**config.mk**
```make
export PLATFORM = sky130hd
export DESIGN_NAME = fen_placement_parser
export DESIGN_NICKNAME = d
export VERILOG_FILES = /design/src/rtl/chess_pkg.sv /design/src/rtl/fen_char_decode.sv /design/src/rtl/fen_placement_parser.sv
export SDC_FILE = /design/constraint.sdc
export NUM_CORES = 1
export LEC_CHECK = 0
export ABC_CLOCK_PERIOD_IN_PS = 8000
export BUFFER_PORTS_ARGS = -buffer_cell sky130_fd_sc_hd__buf_4
export CORE_ASPECT_RATIO = 1.1
export CORE_MARGIN = 3
export CORE_UTILIZATION = 64
export CTS_CLUSTER_DIAMETER = 80
export DETAILED_ROUTE_END_ITERATION = 16
export GPL_TIMING_DRIVEN = 0
export PLACE_DENSITY = 0.86
export SYNTH_ARGS = -nofsm -noshare
export SYNTH_HDL_FRONTEND = slang
export SYNTH_SLANG_ARGS = --single-unit
```
**constraint.sdc**
```tcl
create_clock -name clk -period 8 [get_ports clk]
set_input_delay 1.6 -clock clk [delete_from_list [all_inputs] [get_ports clk]]
set_output_delay 1.6 -clock clk [all_outputs]
set_load 0.05 [all_outputs]
```
**src/rtl/chess_pkg.sv**
```systemverilog
// Shared chess types: 4-bit piece encoding, parser state codes and ASCII piece lookup.
package chess_pkg;

   typedef logic [3:0] piece_t;

   localparam piece_t PT_EMPTY  = 4'd0;
   localparam piece_t PT_PAWN   = 4'd1;
   localparam piece_t PT_KNIGHT = 4'd2;
   localparam piece_t PT_BISHOP = 4'd3;
   localparam piece_t PT_ROOK   = 4'd4;
   localparam piece_t PT_QUEEN  = 4'd5;
   localparam piece_t PT_KING   = 4'd6;
   localparam piece_t PT_BLACK  = 4'd8;

   typedef logic [2:0] fen_state_e;

   localparam fen_state_e ST_IDLE   = 3'd0;
   localparam fen_state_e ST_PLACE  = 3'd1;
   localparam fen_state_e ST_EXPAND = 3'd2;
   localparam fen_state_e ST_SPACE  = 3'd3;
   localparam fen_state_e ST_SIDE   = 3'd4;
   localparam fen_state_e ST_TAIL   = 3'd5;
   localparam fen_state_e ST_DRAIN  = 3'd6;

   // Returns {valid, piece}; lower-case letters are black.
   function automatic logic [4:0] ascii_to_piece(input logic [7:0] c);
      logic [4:0] r;
      unique case (c)
         "P": r = {1'b1, PT_PAWN};
         "N": r = {1'b1, PT_KNIGHT};
         "B": r = {1'b1, PT_BISHOP};
         "R": r = {1'b1, PT_ROOK};
         "Q": r = {1'b1, PT_QUEEN};
         "K": r = {1'b1, PT_KING};
         "p": r = {1'b1, PT_BLACK | PT_PAWN};
         "n": r = {1'b1, PT_BLACK | PT_KNIGHT};
         "b": r = {1'b1, PT_BLACK | PT_BISHOP};
         "r": r = {1'b1, PT_BLACK | PT_ROOK};
         "q": r = {1'b1, PT_BLACK | PT_QUEEN};
         "k": r = {1'b1, PT_BLACK | PT_KING};
         default: r = {1'b0, PT_EMPTY};
      endcase
      return r;
   endfunction

endpackage

```
**src/rtl/fen_char_decode.sv**
```systemverilog
// Combinational classifier for one FEN byte.
module fen_char_decode
   import chess_pkg::*;
(
   input  logic [7:0] data,
   output logic       is_piece,
   output piece_t     piece,
   output logic       is_digit,
   output logic [3:0] count,
   output logic       is_slash,
   output logic       is_space,
   output logic       is_side,
   output logic       stm
);

   logic [4:0] lookup;

   always_comb begin
      lookup   = ascii_to_piece(data);
      is_piece = lookup[4];
      piece    = lookup[3:0];
      // '0' and '9' are deliberately not digits: they never form a legal run.
      is_digit = (data >= "1") && (data <= "8");
      count    = is_digit ? data[3:0] : 4'd0;
      is_slash = (data == "/");
      is_space = (data == " ");
      is_side  = (data == "w") || (data == "b");
      stm      = (data == "b");
   end

endmodule

```
**src/rtl/fen_placement_parser.sv**
```systemverilog
// FEN placement + side-to-move parser producing a 64-beat a8..h1 square stream.
module fen_placement_parser
   import chess_pkg::*;
#(
   parameter bit SKIP_TAIL = 1'b1
) (
   input  logic       clk,
   input  logic       rst,
   input  logic       in_valid,
   input  logic [7:0] in_data,
   input  logic       in_last,
   output logic       in_ready,
   output logic       out_pos_valid,
   output logic       out_pos_sop,
   output logic       out_pos_eop,
   output logic [3:0] out_pos_data,
   output logic       out_done,
   output logic       out_stm,
   output logic       out_err
);

   logic       is_piece, is_digit, is_slash, is_space, is_side, side_stm;
   piece_t     dec_piece;
   logic [3:0] count;

   fen_char_decode u_decode (
      .data     (in_data),
      .is_piece (is_piece),
      .piece    (dec_piece),
      .is_digit (is_digit),
      .count    (count),
      .is_slash (is_slash),
      .is_space (is_space),
      .is_side  (is_side),
      .stm      (side_stm)
   );

   fen_state_e state_q, state_d;
   logic [3:0] file_q, file_d;
   logic [2:0] rank_q, rank_d;
   logic [2:0] rem_q, rem_d;
   piece_t     pend_q, pend_d;
   logic       stm_q, stm_d;

   logic       accept, at_h1, fail, emit, emit_eop, done_d;
   piece_t     emit_piece;

   assign in_ready = (state_q != ST_EXPAND);
   assign accept   = in_valid && in_ready;
   // h1 is held back until the ' ' confirms the placement, so it can carry eop.
   assign at_h1    = (rank_q == 3'd7) && (file_q == 4'd7);

   always_comb begin
      state_d    = state_q;
      file_d     = file_q;
      rank_d     = rank_q;
      rem_d      = rem_q;
      pend_d     = pend_q;
      stm_d      = stm_q;
      fail       = 1'b0;
      emit       = 1'b0;
      emit_eop   = 1'b0;
      emit_piece = PT_EMPTY;
      done_d     = 1'b0;

      case (state_q)
         ST_IDLE, ST_PLACE: begin
            if (accept) begin
               if (in_last) begin
                  fail = 1'b1;
               end else if (is_piece) begin
                  if (file_q == 4'd8) begin
                     fail = 1'b1;
                  end else begin
                     file_d = file_q + 4'd1;
                     if (at_h1) begin
                        pend_d  = dec_piece;
                        state_d = ST_SPACE;
                     end else begin
                        emit       = 1'b1;
                        emit_piece = dec_piece;
                        state_d    = ST_PLACE;
                     end
                  end
               end else if (is_digit) begin
                  if (({1'b0, file_q} + {1'b0, count}) > 5'd8) begin
                     fail = 1'b1;
                  end else begin
                     file_d = file_q + 4'd1;
                     rem_d  = 3'(count - 4'd1);
                     if (at_h1) begin
                        pend_d  = PT_EMPTY;
                        state_d = ST_SPACE;
                     end else begin
                        emit    = 1'b1;
                        state_d = (count != 4'd1) ? ST_EXPAND : ST_PLACE;
                     end
                  end
               end else if (is_slash && (file_q == 4'd8) && (rank_q != 3'd7)) begin
                  rank_d  = rank_q + 3'd1;
                  file_d  = 4'd0;
                  state_d = ST_PLACE;
               end else begin
                  fail = 1'b1;
               end
            end
         end

         ST_EXPAND: begin
            file_d = file_q + 4'd1;
            rem_d  = rem_q - 3'd1;
            if (at_h1) begin
               pend_d  = PT_EMPTY;
               state_d = ST_SPACE;
            end else begin
               emit = 1'b1;
               if (rem_q == 3'd1) state_d = ST_PLACE;
            end
         end

         ST_SPACE: begin
            if (accept) begin
               if (is_space && !in_last) begin
                  emit       = 1'b1;
                  emit_eop   = 1'b1;
                  emit_piece = pend_q;
                  file_d     = 4'd0;
                  rank_d     = 3'd0;
                  state_d    = ST_SIDE;
               end else begin
                  fail = 1'b1;
               end
            end
         end

         ST_SIDE: begin
            if (accept) begin
               if (is_side && (SKIP_TAIL || in_last)) begin
                  done_d  = 1'b1;
                  stm_d   = side_stm;
                  state_d = in_last ? ST_IDLE : ST_TAIL;
               end else begin
                  fail = 1'b1;
               end
            end
         end

         ST_TAIL, ST_DRAIN: begin
            if (accept && in_last) state_d = ST_IDLE;
         end

         default: state_d = ST_IDLE;
      endcase

      if (fail) begin
         emit     = 1'b0;
         emit_eop = 1'b0;
         file_d   = 4'd0;
         rank_d   = 3'd0;
         rem_d    = 3'd0;
         state_d  = in_last ? ST_IDLE : ST_DRAIN;
      end
   end

   always_ff @(posedge clk or posedge rst) begin
      if (rst) begin
         state_q       <= ST_IDLE;
         file_q        <= 4'd0;
         rank_q        <= 3'd0;
         rem_q         <= 3'd0;
         pend_q        <= PT_EMPTY;
         stm_q         <= 1'b0;
         out_pos_valid <= 1'b0;
         out_pos_sop   <= 1'b0;
         out_pos_eop   <= 1'b0;
         out_pos_data  <= 4'd0;
         out_done      <= 1'b0;
         out_err       <= 1'b0;
      end else begin
         state_q       <= state_d;
         file_q        <= file_d;
         rank_q        <= rank_d;
         rem_q         <= rem_d;
         pend_q        <= pend_d;
         stm_q         <= stm_d;
         out_pos_valid <= emit;
         out_pos_sop   <= emit && (file_q == 4'd0) && (rank_q == 3'd0);
         out_pos_eop   <= emit_eop;
         out_pos_data  <= emit_piece;
         out_done      <= done_d;
         out_err       <= fail;
      end
   end

   assign out_stm = stm_q;

endmodule

```
==> results of run 1 <==
==> power by group through the flow <==
stage	Clock, mW	Sequential [mW]	Combinational, mW
2_1_floorplan	0	0.205	0.218
3_3_place_gp	0	0.192	0.302
3_5_place_dp	0	0.193	0.310
4_1_cts	0.0595	0.190	0.310
5_1_grt	0.0656	0.195	0.349
6_report	0.0608	0.191	0.316
==> synth_stat cells, drive strengths merged, types with 3 or more instances <==
master  number
clkbuf       7
o21ai       17
buf          4
a21o         4
o22ai        3
nand3        9
nor2b        3
and3b        3
nand2       19
ha          11
nand2b       6
mux2i        4
inv         22
a31oi        3
nor3        11
o211ai       3
nor4bb       3
and3         7
or2          3
a22o         6
o31ai        4
nor4         6
mux2         3
a21oi       19
or3          3
nor2        16
dfrtp       27
==> layout by cell type, fill, tap and decap left out, drive strengths merged, types with 3 or more instances in the layout <==
master and n:
nor4 6, o31ai 4, or2 3, nand2 19, o211ai 3, mux2 3, and3 7, ha 11
nand2b 6, inv 22, nor2b 3, a22o 6, clkbuf 11, a21oi 19, mux2i 4, o22ai 3
a21o 4, and3b 3, nor4bb 3, buf 25, nor3 11, o21ai 17, nand3 9, a31oi 3
nor2 16, or3 3, dfrtp 27
==> logic make-up after synthesis <==
group                    count (synthesis)  share of synthesized area
AO/OA/AOI/OAI                           83                     0.2636
XOR/XNOR                                 2                   0.007836
adder cells (fa/ha/maj)                 11                    0.06155
buffers and inverters                   33                    0.06100
flip-flops                              27                     0.3022
multiplexers                             7                    0.03469
AND/OR/NAND/NOR                        104                     0.2692
==> layer usage <==
| layer | share of wire | routed length (um) |
|---|---|---|
| met1 | 0.41 | 2417 |
| met2 | 0.50 | 2982 |
| met3 | 0.069 | 408 |
| met4 | 0.018 | 104 |
| met5 | 0 | 0 |
==> flip-flops by register name, summed over array words and instances (netlist names) <==
signal         count
file_q             4
out_pos_data       4
pend_q             4
rank_q             3
rem_q              3
state_q            3
out_done           1
out_err            1
out_pos_eop        1
out_pos_sop        1
out_pos_valid      1
out_stm            1
==> cell type report <==
class | count | area share
inverters | 22 | 0.03333
multi-input cells | 207 | 0.5747
repair buffers | 21 | 0.06364
clock buffers | 4 | 0.01061
plain buffers | 11 | 0.02172
flip-flops and latches | 27 | 0.2727
well taps | 46 | 0.02323
==> worst paths after layout <==
path | startpoint | endpoint | depth (start not counted)
min | pend_q[0]$_DFFE_PP0P_ | pend_q[0]$_DFFE_PP0P_ | 1
max reg2reg | rank_q[0]$_DFFE_PP0P_ | rank_q[0]$_DFFE_PP0P_ | 11
min reg2reg | pend_q[0]$_DFFE_PP0P_ | pend_q[0]$_DFFE_PP0P_ | 1
min in group asynchronous | rst | out_done$_DFF_PP0_ | 2
max in group asynchronous | rst | rem_q[0]$_DFFE_PP0P_ | 2
max | in_data[0] | pend_q[3]$_DFFE_PP0P_ | 12
==> worst reg2reg max path: stages, from the launching register on <==
cell      delay (ns)
dfrtp_1         0.44
ha_1            0.17
ha_1            0.21
and3b_1         0.21
nor2b_1         0.13
a41oi_1         0.21
o211ai_1        0.16
o21ba_1         0.26
buf_6           0.14
nor3_2          0.06
nor4_2          0.51
mux2_4          0.35
==> per-stage QoR <==
step	util	power [mW]	cell area [um^2]	hold slack (ns)	setup slack, ns
after floorplan	-	0.4237	2236	0.4505	3.628
after global placement	0.7646	0.4940	2451	0.4720	3.208
after detailed placement	0.7646	0.5025	2451	0.4926	3.152
after CTS	0.7728	0.5600	2477	0.5277	3.492
after global routing	0.7728	0.6098	2477	0.5384	3.260
final	0.7728	0.5672	2477	0.5249	3.433
==> load_flow_metrics.sql, run 1 <==
INSERT INTO impl_metrics (metric_group, metric, value, unit) VALUES
('timing', 'final_hold_viol_count', '0', ''),
('yosys', 'top_area_cell_type_share_of_the_netlist_area', '0.3022', ''),
('setup_path', 'path_max_fanout', '10', ''),
('final_layout', 'area_growth_syn_to_layout', '10.80', '%'),
('setup_path', 'timing.critical_path.from_type', 'input pin', ''),
('drt', 'drt_pre_antenna_iters', '6', ''),
('global_routing', 'global_route.usage.met3', '0.02791', ''),
('timing', 'final.min_clock_period', '4.567', 'ns'),
('global_routing', 'grt-busiest-layer', 'met2', ''),
('power', 'seq_power_share', '0.336', ''),
('power', 'vdd.ir_drop.worst', '0.0001890', 'V'),
('yosys', 'syn_avg_cell_area', '8.374', 'um^2'),
('global_routing', 'pin_count_of_the_biggest_net_entering_global_routing', '28', ''),
('outcome', 'run_status', 'complete, no violations', ''),
('power', 'p_int', '303.0', 'uW'),
('timing', 'unrepaired_setup_endpoints_after_global_routing', 'no', ''),
('drt', 'via_per_inst', '6.506', ''),
('placed_design', 'io_buffers', '21', ''),
('global_routing', 'grtUsageTotal', '0.2861', ''),
('yosys', 'synth_fp_nets', '290', ''),
('yosys', 'post_synth_instance_area', '0.002236', 'mm^2'),
('global_routing', 'grt_overflow_total', '0', ''),
('global_routing', 'globalRouteMet2Util', '0.5511', ''),
('drt', 'routedWlPerCell', '17.49', 'um'),
('yosys', 'synth-main-ff-cell', 'dfrtp_1', ''),
('power', 'p_sw', '264.2', 'uW'),
('drt', 'remaining_drc_errors', '0', ''),
('timing', 'final.setup_skew', '0.009995', 'ns'),
('global_routing', 'grt_pass1_vias', '2005', ''),
('drt', 'antenna_violating_nets_post_route', '0', ''),
('final_layout', 'layout.area.seq', '675.6', 'um^2'),
('final_layout', 'num_antenna_cells', '0', ''),
('global_routing', 'grt_pass1_wl', '9611', 'um'),
('yosys', 'postSynth.asyncResetShare', '1.000', ''),
('die', 'fp.dieH', '67.99', 'um'),
('final_layout', 'num-nets-final', '316', ''),
('final_layout', 'layout-drive-gt1-share', '0.1507', ''),
('setup_path', 'critPathArrivalTime', '4.79', 'ns'),
('yosys', 'synthDominantAreaCellType', 'dfrtp_1', ''),
('clock_tree', 'clk_pin_slew', '0.14', 'ns'),
('timing', 'maxSlewHeadroom', '0.2512', ''),
('yosys', 'post_synth_num_cell_types', '73', ''),
('timing', 'worst_pin_slew', '1.113', 'ns'),
('clock_tree', 'tritoncts', 'done', ''),
('placed_design', 'detailed_place_hpwl', '4646', 'um'),
('setup_path', 'most_numerous_cell_on_the_critical_path', 'ha_1', ''),
('clock_tree', 'h-tree-depth', '1', ''),
('die', 'floorplan.core_area', '0.003206', 'mm^2'),
('placed_design', 'numPlacedInstances', '334', ''),
('setup_path', 'cells_along_the_critical_path', 'buf_4 -> buf_1 -> o31ai_1 -> and3_1 -> ha_1 -> ha_1 -> a2111o_1 -> a41o_1 -> nor3_1 -> a211o_1 -> o211ai_1 -> a22o_1', ''),
('timing', 'final-max-slew-violation-count', '0', ''),
('yosys', 'ys_seq_area_frac', '0.3022', ''),
('clock_tree', 'postCtsResizedCells', '0', ''),
('final_layout', 'fill_cells', '254', ''),
('clock_tree', 'tritoncts.num_buffers', '3', ''),
('timing', 'timing.setup.tns', '0', 'ns'),
('global_routing', 'antenna_found_initial', '0', ''),
('die', 'io-pin-count', '23', ''),
('clock_tree', 'clkLatencyLatePin', '0.32', 'ns'),
('placed_design', 'place_congestion', '0.9533', ''),
('final_layout', 'post_layout_nonfiller_instances', '338', ''),
('yosys', 'synth-seq-cells', '27', ''),
('timing', 'fmaxAchievable', '0.2190', 'GHz'),
('power', 'netSwitchingFraction', '0.4658', ''),
('timing', 'final_min_period_over_clock_period', '0.5709', ''),
('clock_tree', 'post_cts.repair.setup_buffers', '0', ''),
('final_layout', 'multi_input_comb_area', '0.001424', 'mm^2'),
('setup_path', 'reg2reg_slack', '5.06', 'ns'),
('setup_path', 'crit_family', 'compound AO/OA/AOI/OAI gates', ''),
('die', 'start_util', '0.6975', ''),
('setup_path', 'critical_path.max_stage_delay', '0.43', 'ns');
Note: power is estimated with default switching activity, not from simulation.
==> run 2: changes to the inputs <==
--- a/config.mk
+++ b/config.mk
@@ -5,15 +5,16 @@
 export SDC_FILE = /design/constraint.sdc
 export NUM_CORES = 1
 export LEC_CHECK = 0
-export ABC_CLOCK_PERIOD_IN_PS = 8000
+export ABC_AREA = 1
+export ABC_CLOCK_PERIOD_IN_PS = 4700
 export BUFFER_PORTS_ARGS = -buffer_cell sky130_fd_sc_hd__buf_4
 export CORE_ASPECT_RATIO = 1.1
 export CORE_MARGIN = 3
-export CORE_UTILIZATION = 64
+export CORE_UTILIZATION = 60
 export CTS_CLUSTER_DIAMETER = 80
 export DETAILED_ROUTE_END_ITERATION = 16
 export GPL_TIMING_DRIVEN = 0
-export PLACE_DENSITY = 0.86
+export PLACE_DENSITY = 0.81
 export SYNTH_ARGS = -nofsm -noshare
 export SYNTH_HDL_FRONTEND = slang
 export SYNTH_SLANG_ARGS = --single-unit
==> constraint.sdc (replaced) <==
create_clock -name clk -period 4.7 [get_ports clk]
set_input_delay 0.94 -clock clk [delete_from_list [all_inputs] [get_ports clk]]
set_output_delay 0.94 -clock clk [all_outputs]
set_load 0.05 [all_outputs]
==> run 2 against run 1 <==
Via count increased by 7.9%; synthesized cell count increased by 32%; global-route usage is 1.4 points lower; clock power increased by 120%; register-to-register slack worse by 2.9 ns; sequential cell count unchanged; clock skew decreased by 0.0075 ns; critical path type unchanged; critical endpoint is now rem_q[2]$_DFFE_PP0P_; largest power group unchanged.
==> load_flow_metrics.sql, run 2 <==
INSERT INTO impl_metrics (metric_group, metric, value, unit) VALUES
('outcome', 'run_status', 'complete, no violations', ''),
('placed_design', 'place_congestion', '0.9594', ''),
('yosys', 'syn_avg_cell_area', '6.635', 'um^2'),
('setup_path', 'path_max_fanout', '10', ''),
('placed_design', 'detailed_place_hpwl', '4628', 'um'),
('final_layout', 'stdcell_area', '0.002611', 'mm^2'),
('yosys', 'synth_warnings', '0', ''),
('timing', 'final.setup_skew', '0.002513', 'ns'),
('power', 'comb_power_share', '0.579', ''),
('die', 'fp.dieH', '71.53', 'um'),
('timing', 'final-max-slew-violation-count', '0', ''),
('timing', 'maxSlewHeadroom', '0.3550', ''),
('drt', 'detailedRoute.firstIterationViolations', '147', ''),
('drt', 'via_per_inst', '5.542', ''),
('drt', 'dr_total_vias', '2372', ''),
('die', 'core.rowCount', '23', ''),
('timing', 'fmaxAchievable', '0.3060', 'GHz'),
('clock_tree', 'h-tree-depth', '1', ''),
('setup_path', 'worst_setup_path_end_kind', 'flop', ''),
('setup_path', 'worstSetupPathType', 'in2reg', ''),
('yosys', 'synth_top_cells_by_area', 'dfrtp_1 29%, nand2_1 14%, inv_1 9.3%', ''),
('die', 'floorplan_die_area', '0.004690', 'mm^2'),
('power', 'vdd.ir_drop.worst', '0.0003598', 'V'),
('clock_tree', 'postCtsResizedCells', '0', ''),
('yosys', 'synthDominantAreaCellType', 'dfrtp_1', ''),
('drt', 'remaining_drc_errors', '0', ''),
('yosys', 'synth_fp_nets', '376', ''),
('global_routing', 'grt_pass1_vias', '2287', ''),
('yosys', 'synth_enable_flop_cells', '0', ''),
('job', 'max_cap_viol_count', '0', ''),
('global_routing', 'grt_pass1_wl', '10200', 'um'),
('timing', 'final_hold_viol_count', '0', ''),
('timing', 'worst_pin_slew', '0.9664', 'ns'),
('power', 'seq_power_share', '0.306', ''),
('final_layout', 'area_growth_syn_to_layout', '11.48', '%'),
('yosys', 'synth-main-ff-cell', 'dfrtp_1', ''),
('power', 'power.clock.fraction', '0.115', ''),
('clock_tree', 'cts_buffer_depth', '2', ''),
('yosys', 'synth_most_common_cell', 'nand2_1', ''),
('drt', 'antenna_violating_nets_post_route', '0', ''),
('final_layout', 'num-nets-final', '402', ''),
('placed_design', 'detailed_place.area', '0.002562', 'mm^2'),
('power', 'netSwitchingFraction', '0.4991', ''),
('power', 'static-leakage-power', '1.469', 'nW'),
('power', 'p_int', '593.5', 'uW'),
('yosys', 'ys_seq_area_frac', '0.2885', ''),
('timing', 'setup_violations', '0', ''),
('global_routing', 'antenna_found_initial', '0', ''),
('setup_path', 'reg2reg_slack', '2.13', 'ns'),
('yosys', 'syn-instance-count', '353', ''),
('placed_design', 'io_buffers', '21', ''),
('final_layout', 'multi_input_comb_area', '0.001396', 'mm^2'),
('global_routing', 'pin_count_of_the_biggest_net_entering_global_routing', '28', ''),
('drt', 'routedWlPerCell', '13.28', 'um'),
('clock_tree', 'tritoncts', 'done', ''),
('setup_path', 'crit_slowest_cell', 'ha_1', ''),
('yosys', 'post_synth_instance_area', '0.002342', 'mm^2'),
('timing', 'final_min_period_over_clock_period', '0.6952', ''),
('clock_tree', 'cts_hold_repair.buffers', '0', ''),
('setup_path', 'most_numerous_cell_on_the_critical_path', 'nand2_1', ''),
('power', 'p_sw', '591.3', 'uW'),
('final_layout', 'fill_cells', '322', ''),
('setup_path', 'worstPathRequired', '4.92', 'ns'),
('yosys', 'top_area_cell_type_share_of_the_netlist_area', '0.2885', ''),
('clock_tree', 'clk_pin_slew', '0.10', 'ns'),
('final_layout', 'layout.cells.most_common_list', '88 x nand2_1, 58 x inv_1, 30 x nor2_1, 27 x dfrtp_1', ''),
('timing', 'timing.setup.tns', '0', 'ns'),
('clock_tree', 'clkLatencyLatePin', '0.28', 'ns'),
('power', 'power_density', '453.7', 'mW/mm^2'),
('clock_tree', 'post_cts.repair.setup_buffers', '0', ''),
('die', 'start_util', '0.6309', ''),
('die', 'floorplan.core_area', '0.003712', 'mm^2'),
('min_path', 'hold_removal_path_class', 'reg2reg', ''),
('yosys', 'synth-seq-cells', '27', ''),
('final_layout', 'num_antenna_cells', '0', ''),
('setup_path', 'critPathArrivalTime', '3.49', 'ns'),
('yosys', 'post_synth_num_cell_types', '42', ''),
('setup_path', 'crit_family', 'simple AND/OR/NAND/NOR gates', ''),
('setup_path', 'cells_along_the_critical_path', 'buf_4 -> nor2_1 -> nand2_1 -> inv_1 -> nor2_2 -> nand2_1 -> nor2_1 -> ha_1 -> ha_1 -> inv_1 -> nand2_1 -> nand2_1 -> nand2_1 -> a21oi_2 -> nand3_2 -> nand3_2 -> nand2_2 -> nand3_4 -> buf_6 -> nand2_1 -> inv_1 -> nand4_1 -> nand2_1', ''),
('final_layout', 'layout.area.seq', '675.6', 'um^2'),
('global_routing', 'grtUsageTotal', '0.2723', ''),
('drt', 'finalWirelength', '5684', 'um'),
('yosys', 'synth.top_cells.by_count', '88 x nand2_1, 58 x inv_1, 30 x nor2_1', ''),
('die', 'io-pin-count', '23', ''),
('drt', 'drt_pre_antenna_iters', '4', ''),
('setup_path', 'critical_path.max_stage_delay', '0.20', 'ns'),
('clock_tree', 'cts.sinks', '27', ''),
('final_layout', 'fin_util', '0.7034', ''),
('setup_path', 'worst_path_bufs_invs', '5', ''),
('timing', 'final.min_clock_period', '3.268', 'ns'),
('global_routing', 'grt_overflow_total', '0', ''),
('final_layout', 'layout-drive-gt1-share', '0.1508', ''),
('clock_tree', 'root_buffer_master', 'clkbuf_8', ''),
('die', 'die_extent_in_x', '65.57', 'um'),
('yosys', 'postSynth.asyncResetShare', '1.000', ''),
('timing', 'unrepaired_setup_endpoints_after_global_routing', 'no', ''),
('setup_path', 'timing.critical_path.from_type', 'input pin', ''),
('clock_tree', 'tritoncts.num_buffers', '3', ''),
('final_layout', 'layout.cells.most_common', 'nand2_1', ''),
('final_layout', 'largest_registers', 'file_q (4), out_pos_data (4), pend_q (4)', '');
==> run 2: changes by cell type after synthesis, sizes merged, moves of 14 or more <==
cell	change
inv	+40
nand3	+19
nand4	+14
nor2	+17
nand2	+77
==> run 2: cell families (layout without fill, tap and decap cells) <==
group,after synthesis,in the layout,synth area share
AO/OA/AOI/OAI,49,49,0.1250
adder cells (fa/ha/maj),11,11,0.05876
AND/OR/NAND/NOR,194,194,0.4012
flip-flops,27,27,0.2885
buffers and inverters,69,94,0.1154
XOR/XNOR,3,3,0.01122
==> run 2: worst reg2reg max path, stage by stage, from the launching register on <==
cell and delay (ns):
dfrtp_1 0.36, buf_2 0.17, nor2_1 0.15, clkinv_1 0.21, nor2_1 0.39, inv_1 0.10
buf_2 0.20, nor2_1 0.18, o21ai_0 0.17, nand2_1 0.09, or3_1 0.10, nand2_1 0.07
nand2_2 0.11, inv_1 0.07, nand2_1 0.06, nand2_1 0.04
==> run 2: layout make-up <==
cell class / instances / area share
sequential: 27 / 0.2587
timing repair buffer: 21 / 0.06037
clock buffer: 3 / 0.01581
multi-input combinational: 257 / 0.5347
buffer: 5 / 0.01150
tap: 50 / 0.02396
inverter: 64 / 0.09200
clock inverter: 1 / 0.002875
==> run 2: path summary, 6_finish.rpt <==
path | end | cells past startpoint | startpoint
max | rem_q[2]$_DFFE_PP0P_ | 23 | in_data[1]
min | rem_q[1]$_DFFE_PP0P_ | 2 | rem_q[1]$_DFFE_PP0P_
max reg2reg | state_q[1]$_DFFE_PP0P_ | 15 | state_q[2]$_DFFE_PP0P_
min reg2reg | rem_q[1]$_DFFE_PP0P_ | 2 | rem_q[1]$_DFFE_PP0P_
max in group asynchronous | rank_q[0]$_DFFE_PP0P_ | 2 | rst
min in group asynchronous | out_pos_eop$_DFF_PP0_ | 2 | rst
==> run 2: per-stage QoR <==
stage	power [mW]	cells	setup WS [ns]	hold WS, ns
2_1_floorplan	0.8840	353	1.625	0.4350
3_3_place_gp	1.027	424	1.220	0.4661
3_5_place_dp	1.046	424	1.170	0.4817
4_1_cts	1.183	428	1.459	0.5018
5_1_grt	1.314	428	1.121	0.5366
6_report	1.185	428	1.432	0.5012
==> run 2: power by group through the flow <==
stage                     sequential [mW]  combinational [mW]  clock (mW)
final                               0.363               0.686       0.136
after global routing                0.375               0.793       0.147
after CTS                           0.363               0.683       0.137
after detailed placement            0.367               0.680           0
after floorplan                     0.383               0.501           0
after global placement              0.365               0.662           0
==> run 2: metal layers <==
layer,vias to the layer above,GRT usage,routed length (um)
met3,12,0.03762,273
met4,0,0.07143,106
met5,-,0,0
met2,59,0.4646,2785
li1,1208,-,-
met1,1093,0.3624,2519
